<file path="src/rtl/reservoir_sensor_filter.sv">
// Reservoir level-sensor conditioner: 2-flop sync, per-bit debounce, thermometer-code check,
// bounded HOLD then sticky FAULT (forces 000). Optional stats: RESERVOIR_SENSOR_FILTER_STATS_EN.

module reservoir_sensor_filter_bit #(
  parameter int unsigned DEBOUNCE_CYCLES = 4
) (
  input  logic clk,
  input  logic reset,
  input  logic raw_i,
  output logic stable_o
`ifdef RESERVOIR_SENSOR_FILTER_STATS_EN
  ,
  output logic glitch_o
`endif
);
  localparam int unsigned CNT_W = $clog2(DEBOUNCE_CYCLES);

  logic             sync1_q, sync2_q;
  logic             stable_q, stable_d;
  logic [CNT_W-1:0] cnt_q, cnt_d;

  always_comb begin
    stable_d = stable_q;
    cnt_d    = cnt_q;
    if (sync2_q == stable_q) begin
      cnt_d = '0;
    end else if (cnt_q == CNT_W'(DEBOUNCE_CYCLES - 1)) begin
      stable_d = sync2_q;
      cnt_d    = '0;
    end else begin
      cnt_d = cnt_q + 1'b1;
    end
  end

  always_ff @(posedge clk) begin
    if (reset) begin
      sync1_q  <= 1'b0;
      sync2_q  <= 1'b0;
      stable_q <= 1'b0;
      cnt_q    <= '0;
    end else begin
      sync1_q  <= raw_i;
      sync2_q  <= sync1_q;
      stable_q <= stable_d;
      cnt_q    <= cnt_d;
    end
  end

  assign stable_o = stable_q;
`ifdef RESERVOIR_SENSOR_FILTER_STATS_EN
  // A partially-qualified run that falls back to the stable value is a rejected glitch.
  assign glitch_o = (cnt_q != '0) && (sync2_q == stable_q);
`endif
endmodule

module reservoir_sensor_filter #(
  parameter int unsigned DEBOUNCE_CYCLES = 4,
  parameter int unsigned FAULT_LIMIT     = 3
) (
  input  logic       clk,
  input  logic       reset,
  input  logic [2:0] raw,
  input  logic       fault_clr,
  output logic [2:0] s,
  output logic       valid,
  output logic       fault,
  output logic       change
`ifdef RESERVOIR_SENSOR_FILTER_STATS_EN
  ,
  output logic [7:0] glitch_cnt
`endif
);
  localparam int unsigned NUM_BITS = 3;
  localparam int unsigned ILL_W    = $clog2(FAULT_LIMIT + 1);
  localparam int unsigned INIT_W   = $clog2(DEBOUNCE_CYCLES + 2);

  typedef enum logic [1:0] {ST_INIT, ST_RUN, ST_HOLD, ST_FAULT} state_e;

  logic [NUM_BITS-1:0] stable;
`ifdef RESERVOIR_SENSOR_FILTER_STATS_EN
  logic [NUM_BITS-1:0] glitch;
`endif

  for (genvar i = 0; i < NUM_BITS; i++) begin : g_bit
    reservoir_sensor_filter_bit #(.DEBOUNCE_CYCLES(DEBOUNCE_CYCLES)) u_bit (
      .clk      (clk),
      .reset    (reset),
      .raw_i    (raw[i]),
      .stable_o (stable[i])
`ifdef RESERVOIR_SENSOR_FILTER_STATS_EN
      ,
      .glitch_o (glitch[i])
`endif
    );
  end

  logic stable_legal;
  assign stable_legal = (stable == 3'b000) || (stable == 3'b001) ||
                        (stable == 3'b011) || (stable == 3'b111);

  state_e            state_q, state_d;
  logic [2:0]        s_q, s_d;
  logic              valid_q, valid_d;
  logic              fault_q, fault_d;
  logic              change_q, change_d;
  logic [ILL_W-1:0]  ill_cnt_q, ill_cnt_d;
  logic [INIT_W-1:0] init_cnt_q, init_cnt_d;

  always_comb begin
    state_d    = state_q;
    s_d        = s_q;
    ill_cnt_d  = ill_cnt_q;
    init_cnt_d = init_cnt_q;
    unique case (state_q)
      ST_INIT: begin
        s_d = 3'b000;
        // Wait out sync + one full debounce window before trusting stable.
        if (init_cnt_q == INIT_W'(DEBOUNCE_CYCLES + 1)) begin
          init_cnt_d = '0;
          ill_cnt_d  = '0;
          if (stable_legal) begin
            state_d = ST_RUN;
            s_d     = stable;
          end else begin
            state_d = ST_HOLD;
          end
        end else begin
          init_cnt_d = init_cnt_q + 1'b1;
        end
      end
      ST_RUN: begin
        ill_cnt_d = '0;
        if (stable_legal) s_d = stable;
        else              state_d = ST_HOLD;
      end
      ST_HOLD: begin
        if (stable_legal) begin
          state_d   = ST_RUN;
          s_d       = stable;
          ill_cnt_d = '0;
        end else if (ill_cnt_q == ILL_W'(FAULT_LIMIT - 1)) begin
          state_d   = ST_FAULT;
          s_d       = 3'b000;
          ill_cnt_d = '0;
        end else begin
          ill_cnt_d = ill_cnt_q + 1'b1;
        end
      end
      ST_FAULT: begin
        s_d = 3'b000;
        if (fault_clr && stable_legal) begin
          state_d = ST_RUN;
          s_d     = stable;
        end
      end
      default: state_d = ST_INIT;
    endcase
    valid_d  = (state_d == ST_RUN);
    fault_d  = (state_d == ST_FAULT);
    change_d = (s_d != s_q);
  end

  always_ff @(posedge clk) begin
    if (reset) begin
      state_q    <= ST_INIT;
      s_q        <= 3'b000;
      valid_q    <= 1'b0;
      fault_q    <= 1'b0;
      change_q   <= 1'b0;
      ill_cnt_q  <= '0;
      init_cnt_q <= '0;
    end else begin
      state_q    <= state_d;
      s_q        <= s_d;
      valid_q    <= valid_d;
      fault_q    <= fault_d;
      change_q   <= change_d;
      ill_cnt_q  <= ill_cnt_d;
      init_cnt_q <= init_cnt_d;
    end
  end

  assign s      = s_q;
  assign valid  = valid_q;
  assign fault  = fault_q;
  assign change = change_q;

`ifdef RESERVOIR_SENSOR_FILTER_STATS_EN
  logic [7:0] glitch_cnt_q, glitch_cnt_d;

  always_comb begin
    glitch_cnt_d = glitch_cnt_q;
    if ((|glitch) && (glitch_cnt_q != 8'hFF)) glitch_cnt_d = glitch_cnt_q + 8'd1;
  end

  always_ff @(posedge clk) begin
    if (reset) glitch_cnt_q <= 8'd0;
    else       glitch_cnt_q <= glitch_cnt_d;
  end

  assign glitch_cnt = glitch_cnt_q;
`endif
endmodule

</file>
<file path="config.mk">
export PLATFORM = sky130hd
export DESIGN_NAME = reservoir_sensor_filter
export DESIGN_NICKNAME = d
export VERILOG_FILES = /design/src/rtl/reservoir_sensor_filter.sv
export SDC_FILE = /design/constraint.sdc
export NUM_CORES = 1
export LEC_CHECK = 0
export BUFFER_PORTS_ARGS = -buffer_cell sky130_fd_sc_hd__buf_2
export CELL_PAD_IN_SITES_DETAIL_PLACEMENT = 1
export CELL_PAD_IN_SITES_GLOBAL_PLACEMENT = 1
export CORE_ASPECT_RATIO = 1.4
export CORE_MARGIN = 2
export CORE_UTILIZATION = 40
export DETAILED_ROUTE_END_ITERATION = 7
export PLACE_DENSITY = 0.78
export RECOVER_POWER = 25
export SYNTH_ARGS = -nofsm -noshare
export SYNTH_HDL_FRONTEND = slang
export SYNTH_SLANG_ARGS = --single-unit
</file>
<file path="constraint.sdc">
create_clock -name clk -period 1.4 [get_ports clk]
set_input_delay 0 -clock clk [delete_from_list [all_inputs] [get_ports clk]]
set_output_delay 0 -clock clk [all_outputs]
set_load 0.03 [all_outputs]
</file>
Word-level counts from Yosys, hierarchy flattened:

Index checks and enable logic that the tools add are counted.
W data, S select, Z words.

* bits of input ports: 6
* logic and storage cells: 78
* flip-flop bits (word level): 28
* output and inout port bits: 6

* add/sub/neg operators: 5
* reduce and logical (&&, ||, !) cells: 14
* multiplexer cells: 19
* bitwise gates (word level): 3
* equal/unequal tests: 18

Operator list (count)
* $mux W3: 7
* $mux W2: 9
* $eq A2 B2 Y1 const B: 7
* $pmux W3 S4: 1
* $reduce_or A3 Y1: 3
* $add A2 B1 Y2 const B: 4
* $pmux W2 S4: 1
* $reduce_and A2 Y1: 4
* $eq A3 B3 Y1 const B: 2
* $pmux W2 S3: 1
* $eq A2 B1 Y1 const B: 2
* $add A3 B1 Y3 const B: 1
* $eq A1 B1 Y1: 3
* $eq A3 B1 Y1 const B: 1
* $eq A3 B2 Y1 const B: 1
* $logic_not A3 Y1: 1
* $logic_or A1 B1 Y1: 3
* $ne A3 B3 Y1: 1
* $not A1 Y1: 3
* $reduce_bool A3 Y1: 1
* $logic_not A2 Y1: 1
* $ne A2 B2 Y1 const B: 1
* $logic_and A1 B1 Y1: 1

Longest topological paths before layout:

* depth in word-level cells: 8
* mapped depth: 6
* gate-level depth less buffers: 5

Hierarchy:

From an unflattened synthesis, not the netlist that was laid out.

* cell total of the unflattened synthesis: 126
* area total of the unflattened synthesis: 1221.2 µm²

Modules (own cells, without submodules)
* reservoir_sensor_filter: instances 1, cells each 87, sequential area each 260.2 µm², area each 714.4 µm²
* reservoir_sensor_filter_bit: instances 3, cells each 13, sequential area each 100.1 µm², area each 168.9 µm²

Least setup slack after synthesis:

No wires, ideal clock.

* path type: reg-to-reg
* start: register g_bit[2].u_bit.stable_q
* end: register change_q (netlist: change)
* slack: -0.005 ns
* path buffers: 1
* data arrival time: 1.278 ns
* library setup time: 0.127 ns
* cell stages (with the launch flop): 7
* required time: 1.273 ns
* period minus slack after synthesis: 1.405 ns
* path through: dfxtp_1 > buf_6 > inv_6 > or3_1 > a32oi_1 > o2111a_1 > a31oi_1

* longest elaborated chain between the ends: 8
* elaborated cells between the ends (all ways): 15
* classes of those cells: eq/ne: 4; mux: 6; reduce/logical: 5

Ends and longest elaborated chain
* start: declaration: RTL line 19 `logic stable_q, stable_d;`
* start signal: assignment: RTL line 44 `stable_q <= stable_d;`
* $eq A3 B1 Y1 or $logic_not A3 Y1 (tied branches): RTL line 98 `assign stable_legal = (stable == 3'b000) || (stable == 3'b001) ||`
* $logic_or A1 B1 Y1 (2 in a row): RTL line 98
* $logic_or A1 B1 Y1: RTL line 99 `(stable == 3'b011) || (stable == 3'b111);`
* $mux W3 or $logic_and A1 B1 Y1 (tied branches): RTL line 121, 151
* $mux W3 (on tied branches): RTL line 118, 151
* $pmux W3 S4 (*): RTL line 114 `unique case (state_q)`
* $ne A3 B3 Y1 (*): RTL line 160 `change_d = (s_d != s_q);`
* end signal: assignment: RTL line 177 `change_q <= change_d;`
* end: declaration: RTL line 105 `logic change_q, change_d;`

Every way passes the cells marked *; elsewhere a longest branch is shown, timed or not.
A chain may end at the register's enable or synchronous reset.

Worst setup path in the final report:

Same ends and word-level chain as after synthesis.

==> out/qor.csv <==
stage,metric,value,unit
worst_setup_path,start_kind,register,
route,vias,1152,
floorplan,dieHeight,72.7,µm
worst_setup_path,crit_required,1.56,ns
worst_setup_path,rr_startpoint,g_bit[2].u_bit.stable_o,
status,violations,setup timing,
clocking,insertion_delay,0.28,ns
floorplan,die_w,53.1,µm
sta,setup_ws,-0.0110,ns
worst_setup_path,crit_family,compound AO/OA/AOI/OAI gates,
status,outcome,finished with violations,
finish,layout.cells.non_filler,217,
worst_setup_path,cp_num_buf_inv,1,
synth,synth_edf_count,0,
route,first_iter_violations,15,
floorplan,rows,24,
clocking,cts_sinks,28,
finish,area_growth,26.6,%
finish,nNetsFinal,188,
grt,grt-ovfl-total,0,
synth,synth_area,1350,µm²
synth,synth.distinct_cells,45,
synth,syn_inst,148,
sta,setup_viol,1,
place,hpwlAfterDp,2270,µm
sta,fin_crit_sh,101,%
worst_setup_path,crit_fanout,4,
synth,postSynth.asyncResetShare,0,%
route,vias_per_cell,5.31,
worst_setup_path,cpMaxStageDelayCell,or3_4,
finish,regArea,581,µm²
grt,grt_max_degree,24,
power_and_ir_drop,p_leak,0.730,nW
floorplan,initial_core_util,42.7,%
clocking,clock_path_buffers,2,
synth,synth_warnings,0,
sta,slew_headroom,73.0,%
finish,layout_common_cells,"22 x nor2_1, 20 x dfxtp_1, 17 x buf_4",
sta,worstMarginPinSlew,0.405,ns
finish,multiInputGateArea,743,µm²
power_and_ir_drop,p_per_area,906,nW/µm²
sta,clock_skew,0.00694,ns
place,numPlacedInstances,209,
synth,syn_avg_cell_area,9.11,µm²
sta,rsz0062_at_grt,true,
worst_setup_path,worstSetupStartpoint,g_bit[2].u_bit.stable_o,
synth,ys_ff_latch,28,
floorplan,io_pins,12,
place,pre_cts_ws,-0.178,ns
clocking,cts_root_buf,clkbuf_8,
worst_setup_path,slowest_delay,0.40,ns
finish,fillers,391,
worst_setup_path,crit_path_end_kind,register,
grt,grt_pass1_vias,1177,
clocking,cts_buffers,3,
worst_hold_path,min_path_type,in -> reg,
sta,fmax,0.709,GHz
clocking,cts_tree,yes,
sta,finalHoldWorstSlack,0.126,ns
worst_hold_path,min_from,reset,
finish,drive_gt1_share,34.3,%
floorplan,die-area,3860,µm²
finish,layout_commonest_cell,nor2_1,
synth,ys_seq_area_share,41.6,%
place,portBuffers,11,
grt,grt_pass1_wl,5380,µm
route,dr.pass1.iters,4,
route,wl,3220,µm
route,avgRoutedWirePerCell,14.8,µm
clocking,cts_max_level,1,
grt,antenna_found_initial,0,
worst_setup_path,path_cells,inv_6 > or3_4 > a32oi_1 > o2111a_1 > a31oi_1,
floorplan,coreArea,3150,µm²
grt,grt_usage,18.7,%
clocking,clk_pin_slew,0.10,ns
sta,slew_violations,0,
route,route.detailed.drc,0,
finish,num_antenna_cells,0,
synth,syn-num-nets,157,
power_and_ir_drop,ir_drop,604,µV
sta,hold_violations,0,
route,drtAntennaViolNets,0,
worst_setup_path,arrival,1.57,ns
flow_run,cap_violations,0,
worst_setup_path,crit_type,reg -> reg,
sta,period_needed,1.41,ns
place,gp_congestion,0.851,
synth,synthFlopType,dfxtp_1,
## Yosys cell counts (2+ instances only)
cell type  instances  share of area [%]
xnor2_1            4                2.6
mux2i_1            4                3.0
a22oi_1            2                1.1
or2b_4             2                1.7
o211ai_1           2                1.1
nor2b_1            9                4.2
buf_4              2                1.1
ha_1               3                2.8
or3_1              4                1.9
nor3b_1            2                1.1
a21o_1             3                1.7
nand3_1            3                1.1
a21oi_1            8                3.0
dfxtp_1           28                 42
nand2_1            9                2.5
o21ai_0            4                1.5
nor3_1             2               0.74
and2_4             2                1.3
inv_1              5                1.4
buf_6              3                2.5
nor2_1            23                6.4
## state kept, by name (all words and copies together) (netlist names), 2 cells and up
register and cells:
state_q 2, s 3, g_bit.u_bit.stable_o 3, init_cnt_q 3
g_bit.u_bit.cnt_q 6, g_bit.u_bit.sync1_q 3, g_bit.u_bit.sync2_q 3, ill_cnt_q 2
## worst register-to-register path, delay by kind of cell, from the launching register on
| family | cells | cell delay (ns) |
|---|---|---|
| compound gates | 3 | 0.46 |
| buf+inv | 1 | 0.04 |
| flops | 1 | 0.39 |
| simple gates | 1 | 0.40 |
## logic make-up after synthesis
kind of cell	count (synthesis)	share of synthesized area, %
XOR/XNOR	4	2.60
adder cells (fa/ha/maj)	3	2.79
flip-flops	28	41.6
multiplexers	4	2.97
AO/OA/AOI/OAI	30	15.1
AND/OR/NAND/NOR	66	27.9
buffers and inverters	13	6.96
## final timing paths
path | end | slack [ns] | cells past startpoint
worst max-delay path | change | -0.01 | 5
worst min-delay path | init_cnt_q[0] | 0.13 | 2
worst max register to register | change | -0.01 | 5
worst min register to register | g_bit[2].u_bit.cnt_q[0] | 0.42 | 1
## final cells by class
type / count / area share, %
clock inverters: 1 / 1.76
flip-flops and latches: 28 / 34.0
inverters: 6 / 1.61
well taps: 39 / 2.86
clock buffers: 3 / 2.42
repair buffers: 33 / 13.8
multi-input cells: 107 / 43.5
## power by group
| group | switching [mW] | total, mW | internal (mW) |
|---|---|---|---|
| combinational | 0.0436 | 0.0902 | 0.0465 |
| sequential | 0.0134 | 0.823 | 0.809 |
| clock | 0.250 | 0.633 | 0.383 |
## metrics by stage
step | TNS, ns | utilization (%) | area, µm² | power [mW]
2_1_floorplan | 0 | - | 1350 | 0.896
3_3_place_gp | -0.202 | 48.2 | 1520 | 0.922
3_5_place_dp | -0.428 | 48.2 | 1520 | 0.930
4_1_cts | -0.0159 | 53.2 | 1680 | 1.56
5_1_grt | -0.192 | 54.1 | 1710 | 1.61
6_report | -0.0110 | 54.1 | 1710 | 1.55
## what timing repair did
item	4_1_cts	5_1_grt
buffers inserted	0	1
pin swaps	3	2
resized for setup	20	5
hold buffers	3	0
hold endpoints to repair	3	0
endpoints found under the setup margin	5	7
## metal layers
metal / global-route usage [%] / share of wire (%) / up-vias / routed length, µm
met5: 0 / 0 / - / 0
met4: 8.26 / 1.6 / 0 / 53
met3: 2.05 / 2.4 / 7 / 77
met2: 34.4 / 57 / 18 / 1830
met1: 20.9 / 39 / 559 / 1260
li1: - / - / 568 / -
No activity file was read; power rests on OpenSTA's default activity.
